$ cat config.mk
export PLATFORM = sky130hd
export DESIGN_NAME = pipeline_hazard_ctrl
export DESIGN_NICKNAME = d
export VERILOG_FILES = /design/src/rtl/pipeline_hazard_ctrl.sv
export SDC_FILE = /design/constraint.sdc
export NUM_CORES = 1
export LEC_CHECK = 0
export CAP_MARGIN = 15
export CORE_AREA = 2 2 98 100
export DETAILED_ROUTE_END_ITERATION = 7
export DIE_AREA = 0 0 100 102
export PLACE_DENSITY_LB_ADDON = 0.25
export RECOVER_POWER = 25
export SYNTH_ARGS = -nofsm -noshare
export SYNTH_HDL_FRONTEND = slang
export SYNTH_SLANG_ARGS = --single-unit
export TNS_END_PERCENT = 10
$ cat constraint.sdc
create_clock -name clk -period 7.4 [get_ports clk]
set_input_delay 1.11 -clock clk [delete_from_list [all_inputs] [get_ports clk]]
set_output_delay 1.11 -clock clk [all_outputs]
set_load 0.02 [all_outputs]
$ cat src/rtl/pipeline_hazard_ctrl.sv
// ============================================================================
// Module   : pipeline_hazard_ctrl
// Brief    : Front-end sequencer: next-PC select, pipeline hold/flush control,
//            saturating stall/flush debug counters.
// Revision : 1.0 - initial release
// ============================================================================
`default_nettype none

module pipeline_hazard_ctrl #(
    parameter int ADDR_W    = 16,
    parameter int REG_W     = 4,
    parameter int PC_STEP   = 1,
    parameter int FLUSH_LEN = 2,
    parameter int CNT_W     = 16
) (
    input  logic              clk,
    input  logic              reset,
    input  logic [ADDR_W-1:0] pc_current,
    input  logic [REG_W-1:0]  id_rs1,
    input  logic [REG_W-1:0]  id_rs2,
    input  logic              id_uses_rs1,
    input  logic              id_uses_rs2,
    input  logic [REG_W-1:0]  ex_rd,
    input  logic              ex_mem_read,
    input  logic              ex_branch_taken,
    input  logic [ADDR_W-1:0] ex_branch_target,
    input  logic              ex_halt,
    input  logic              mem_wait,
    output logic [ADDR_W-1:0] pc_next,
    output logic              pc_nop,
    output logic              if_id_nop,
    output logic              id_ex_nop,
    output logic              ex_mem_nop,
    output logic              if_id_flush,
    output logic              id_ex_flush,
    output logic              halted,
    output logic [CNT_W-1:0]  stall_cnt,
    output logic [CNT_W-1:0]  flush_cnt
);

    typedef enum logic [1:0] {
        ST_RUN    = 2'd0,
        ST_FLUSH  = 2'd1,
        ST_HALTED = 2'd2
    } state_t;

    localparam logic [2:0] c_flush_init = 3'(FLUSH_LEN - 1);

    state_t            r_state;
    state_t            w_state_nxt;
    logic [2:0]        r_fcnt;
    logic [2:0]        w_fcnt_nxt;
    logic [CNT_W-1:0]  r_stall_cnt;
    logic [CNT_W-1:0]  r_flush_cnt;
    logic              w_stall_evt;
    logic              w_flush_evt;
    logic              w_hazard;
    logic [ADDR_W-1:0] w_pc_inc;

    // R0 is hard-wired, so a load targeting it never creates a dependency
    assign w_hazard = ex_mem_read && (ex_rd != '0) &&
                      ((id_uses_rs1 && (id_rs1 == ex_rd)) ||
                       (id_uses_rs2 && (id_rs2 == ex_rd)));
    assign w_pc_inc = pc_current + ADDR_W'(PC_STEP);

    always_comb begin
        pc_next     = w_pc_inc;
        pc_nop      = 1'b0;
        if_id_nop   = 1'b0;
        id_ex_nop   = 1'b0;
        ex_mem_nop  = 1'b0;
        if_id_flush = 1'b0;
        id_ex_flush = 1'b0;
        halted      = 1'b0;
        w_state_nxt = r_state;
        w_fcnt_nxt  = r_fcnt;
        w_stall_evt = 1'b0;
        w_flush_evt = 1'b0;
        if (reset) begin
            pc_next = '0;
        end else begin
            case (r_state)
                ST_HALTED: begin
                    pc_next    = pc_current;
                    pc_nop     = 1'b1;
                    if_id_nop  = 1'b1;
                    id_ex_nop  = 1'b1;
                    ex_mem_nop = 1'b1;
                    halted     = 1'b1;
                end
                ST_FLUSH: begin
                    if (mem_wait) begin
                        pc_next     = pc_current;
                        pc_nop      = 1'b1;
                        if_id_nop   = 1'b1;
                        id_ex_nop   = 1'b1;
                        ex_mem_nop  = 1'b1;
                        w_stall_evt = 1'b1;
                    end else begin
                        id_ex_flush = 1'b1;
                        if (r_fcnt == 3'd0) begin
                            w_state_nxt = ST_RUN;
                        end else begin
                            w_fcnt_nxt = r_fcnt - 3'd1;
                        end
                    end
                end
                default: begin
                    if (mem_wait) begin
                        pc_next     = pc_current;
                        pc_nop      = 1'b1;
                        if_id_nop   = 1'b1;
                        id_ex_nop   = 1'b1;
                        ex_mem_nop  = 1'b1;
                        w_stall_evt = 1'b1;
                    end else if (ex_halt) begin
                        pc_next     = pc_current;
                        pc_nop      = 1'b1;
                        if_id_flush = 1'b1;
                        w_state_nxt = ST_HALTED;
                    end else if (ex_branch_taken) begin
                        pc_next     = ex_branch_target;
                        if_id_flush = 1'b1;
                        id_ex_flush = 1'b1;
                        w_state_nxt = ST_FLUSH;
                        w_fcnt_nxt  = c_flush_init;
                        w_flush_evt = 1'b1;
                    end else if (w_hazard) begin
                        pc_next     = pc_current;
                        pc_nop      = 1'b1;
                        if_id_nop   = 1'b1;
                        id_ex_flush = 1'b1;
                        w_stall_evt = 1'b1;
                    end
                end
            endcase
        end
    end

    always_ff @(posedge clk) begin
        if (reset) begin
            r_state     <= ST_RUN;
            r_fcnt      <= 3'd0;
            r_stall_cnt <= '0;
            r_flush_cnt <= '0;
        end else begin
            r_state <= w_state_nxt;
            r_fcnt  <= w_fcnt_nxt;
            if (w_stall_evt && (r_stall_cnt != '1)) begin
                r_stall_cnt <= r_stall_cnt + 1'b1;
            end
            if (w_flush_evt && (r_flush_cnt != '1)) begin
                r_flush_cnt <= r_flush_cnt + 1'b1;
            end
        end
    end

    assign stall_cnt = r_stall_cnt;
    assign flush_cnt = r_flush_cnt;

endmodule

`default_nettype wire

==> results.md <==
- Share of post-route cells with drive strength above 1: 0.0418
- CTS max path bufs: 2
- #FFs+latches synth: 37
- Critical path endpoint category: output pin
- Avg WL per Cell: 14.5 um
- Final Hold Viols: 0
- Post-Synth Adder-Cell Area: 0.0278
- Mean Syn Cell Area: 7.15 um2
- Syn. warnings: 0
- Static Leak: approximately 1.6 nW
- HP Start: stall_cnt[4]$_SDFFE_PP0P_
- Reg clk slew, reported paths: 0.08 ns
- Unrepaired setup endpoints after global routing: no
- Post-cts sizing count: 0
- Library cells used by synthesis: 56
- Final setup vio count: 0
- DR iter-0 viols: 176
- Vias per std cell: around 5.5
- Compound-Gate Fraction of Synth Area: 0.221
- Antenna cells: 0
- Total congestion overflow: 0
- Cell Pwr Density: around 120 nW/um2
- Worst setup SP type: input port
- Post-synth top area cell: dfxtp_1
- DP Cell Count: 630
- Die Y: between 100 and 150 um
- CP startpoint: pc_current[0]
- CTS buffer count: 5
- Fin cells: 637
- Synth Instances: 440
- Die width: 100 um
- Sequential area share after synthesis: 0.235
- Status: complete, but fails checks
- # DRC: 0
- Io pins: 107
- Worst Tran Pin Value: 1.56 ns
- Die Footprint: 10200 um2
- Final ANT Viol Nets: 0
- Post-layout util: 0.475
- Initial antenna violation count: 0
- CP Data Required Time: ~6.3 ns
- H-tree depth: 2
- Number of global-route vias before repair: 3337
- WP buf/inv: 2
- Critical path class: input port to output pin
- Largest cells by area after synthesis: dfxtp_1 (24%), nor2_1 (7.9%), xor2_1 (5.3%), xnor2_1 (5.0%), nand3_1 (4.5%)
- Largest net degree at the start of global routing: 64
- Clk root buf: clkbuf_8
- Crit path cell chain: clkdlybuf4s50_1 > ha_1 > nand3_1 > nor3_1 > nand2_1 > nor3_1 > xor2_1 > a21oi_1 > nor3_1 > clkdlybuf4s50_1
- Initial Utilization: 0.345
- VDD IR max: 0.0662 mV
- Footprint of the multi-input gates: 2240 um2
- Worst-skew pair later-pin latency: 0.29 ns
- Simple-gate area share of the yosys netlist: 0.327
- First-pass GRT wire length: 15400 um
- Post-CTS Setup Inserts: 0
- Post-synthesis mux area share: 0.0334
- Failing checks: capacitance limit, slew limit
- Hold Crit Class: flip-flop to flip-flop
- Slew HR: -0.0400
- I/O Buffers: 106
- Register Area: roughly 740 um2
- Post-synthesis cell area: between 3000 and 4000 um2
- Sum Neg Setup Slack: 0 ns
- Most used cell, CP: nor3_1
- Area growth syn-to-layout: 37.5%
- First-pass DRT Iterations: 4
- Worst-path fanout max: 10
- Xor and xnor area share after synthesis: 0.103
- Gp weighted congestion: 0.844
- Sink Count: 37
- Row cnt: 35
- DP HPWL: roughly 6700 um
- Post-synth EDFFs: 0
- Largest family of logic cells by synthesized area: simple AND/OR/NAND/NOR gates
- DR vias: 3496
- WP data arrival: 4.36 ns
- CP max stage cell: clkdlybuf4s50_1
- Fillers: 943
- CTS Hold Bufs: 0
- CP peak stage delay: 0.66 ns
- CP top delay family: simple AND/OR/NAND/NOR gates
- Most frequent cells in the layout: clkdlybuf4s50_1 (84), nor2_1 (66), dfxtp_1 (37), nand2_1 (29), nand3_1 (28)
- Max-cap check violation count: 1
- Worst Clk Skew: 0.0107 ns
- Core area: between 9000 and 10000 um2
- Routed WL: ~9000 um
- Commonest non-fill, non-tap cell in the layout: clkdlybuf4s50_1
- Async S/R FF share, synth: 0
- Max-slew violations: 38
- CTS tree: done
- Nets: 585
- Reg-to-reg startpoint: r_state[0]$_SDFFE_PP0P_
- Total GRT Usage: 0.182
- Post-synth top area share: 0.235
- Min Tclk post-route: 5.47 ns
- Fmax: 0.183 GHz
- Dominant synthesized flop cell: dfxtp_1
- Period utilization: 0.739
- Synth Net Count: around 500
==> state kept, by name (all words and copies together), names as in the netlist <==
register	count
flush_cnt	16
stall_cnt	16
r_fcnt	3
r_state	2
==> cell usage after synthesis (3+ instances only) <==
cell type	n
buf_2	3
nor3b_1	3
clkbuf_1	23
nand3_1	28
mux2_2	4
dfxtp_1	37
nand2b_1	5
nand4_1	12
a311oi_1	4
nand2_1	29
inv_1	13
nor2_1	66
a221oi_1	9
mux2i_1	6
a31oi_1	5
a21o_1	5
xor2_1	19
a2111oi_0	5
o21ai_0	16
nor3_1	25
nor2b_1	7
a211oi_1	8
xnor2_1	18
a21oi_1	26
and3_1	16
o21a_1	4
ha_1	7
==> power by group <==
group / internal, mW / switching, mW / leakage [nW]
clock: 0.0736 / 0.0705 / 0.0433
combinational: 0.0801 / 0.0927 / 1.28
sequential: 0.201 / 0.00303 / 0.299
==> worst reg2reg max path, cell delays in order, from the launching register on <==
cell and delay [ns]:
dfxtp_1 0.37, inv_1 0.06, ha_1 1.04, a21oi_1 0.09, nor2_1 0.19, o21ai_1 0.19, a21oi_1 0.80, nand4_1 0.20
mux2_2 0.30
==> cells by family (layout without fill, tap and decap cells) <==
kind of cell               after synthesis  in the layout
and+or+nand+nor                        207            207
AOI/OAI and AO/OA                      100            100
buffers and inverters                   42            128
xor gates and xnor gates                37             37
DFF                                     37             37
muxes                                   10             10
adders and majority gates                7              7
==> through the flow <==
step	hold WS (ns)	setup WS (ns)	total power [mW]	cell area (um2)
5_1_grt	0.494	1.66	0.551	4330
3_5_place_dp	0.476	1.97	0.382	4240
3_3_place_gp	0.460	2.00	0.380	4240
6_report	0.488	1.93	0.521	4330
4_1_cts	0.489	1.94	0.528	4330
2_1_floorplan	0.443	3.27	0.305	3150
==> per-layer routing <==
| layer | GRT usage | share of wire | routed length (um) |
|---|---|---|---|
| met5 | 0 | 0 | 0 |
| met1 | 0.239 | 0.45 | 4180 |
| met3 | 0.0431 | 0.059 | 546 |
| met2 | 0.307 | 0.48 | 4430 |
| met4 | 0.0358 | 0.0074 | 68 |
==> path summary, 6_finish.rpt <==
path                                    end  slack [ns]  depth (start not counted)
setup reg to reg  stall_cnt[8]$_SDFFE_PP0P_        4.08                          8
setup / recovery                pc_next[14]        1.93                         10
hold reg to reg   stall_cnt[4]$_SDFFE_PP0P_        0.49                          1
hold / removal    stall_cnt[4]$_SDFFE_PP0P_        0.49                          1
==> area by class of cell <==
type	instances	share of cell area
clock inverter	1	0.00174
inverter	13	0.0113
sequential	37	0.171
clock buffer	6	0.0191
timing repair buffer	108	0.247
multi-input combinational	361	0.518
tap	111	0.0321
(Power assumes the default switching activity.)
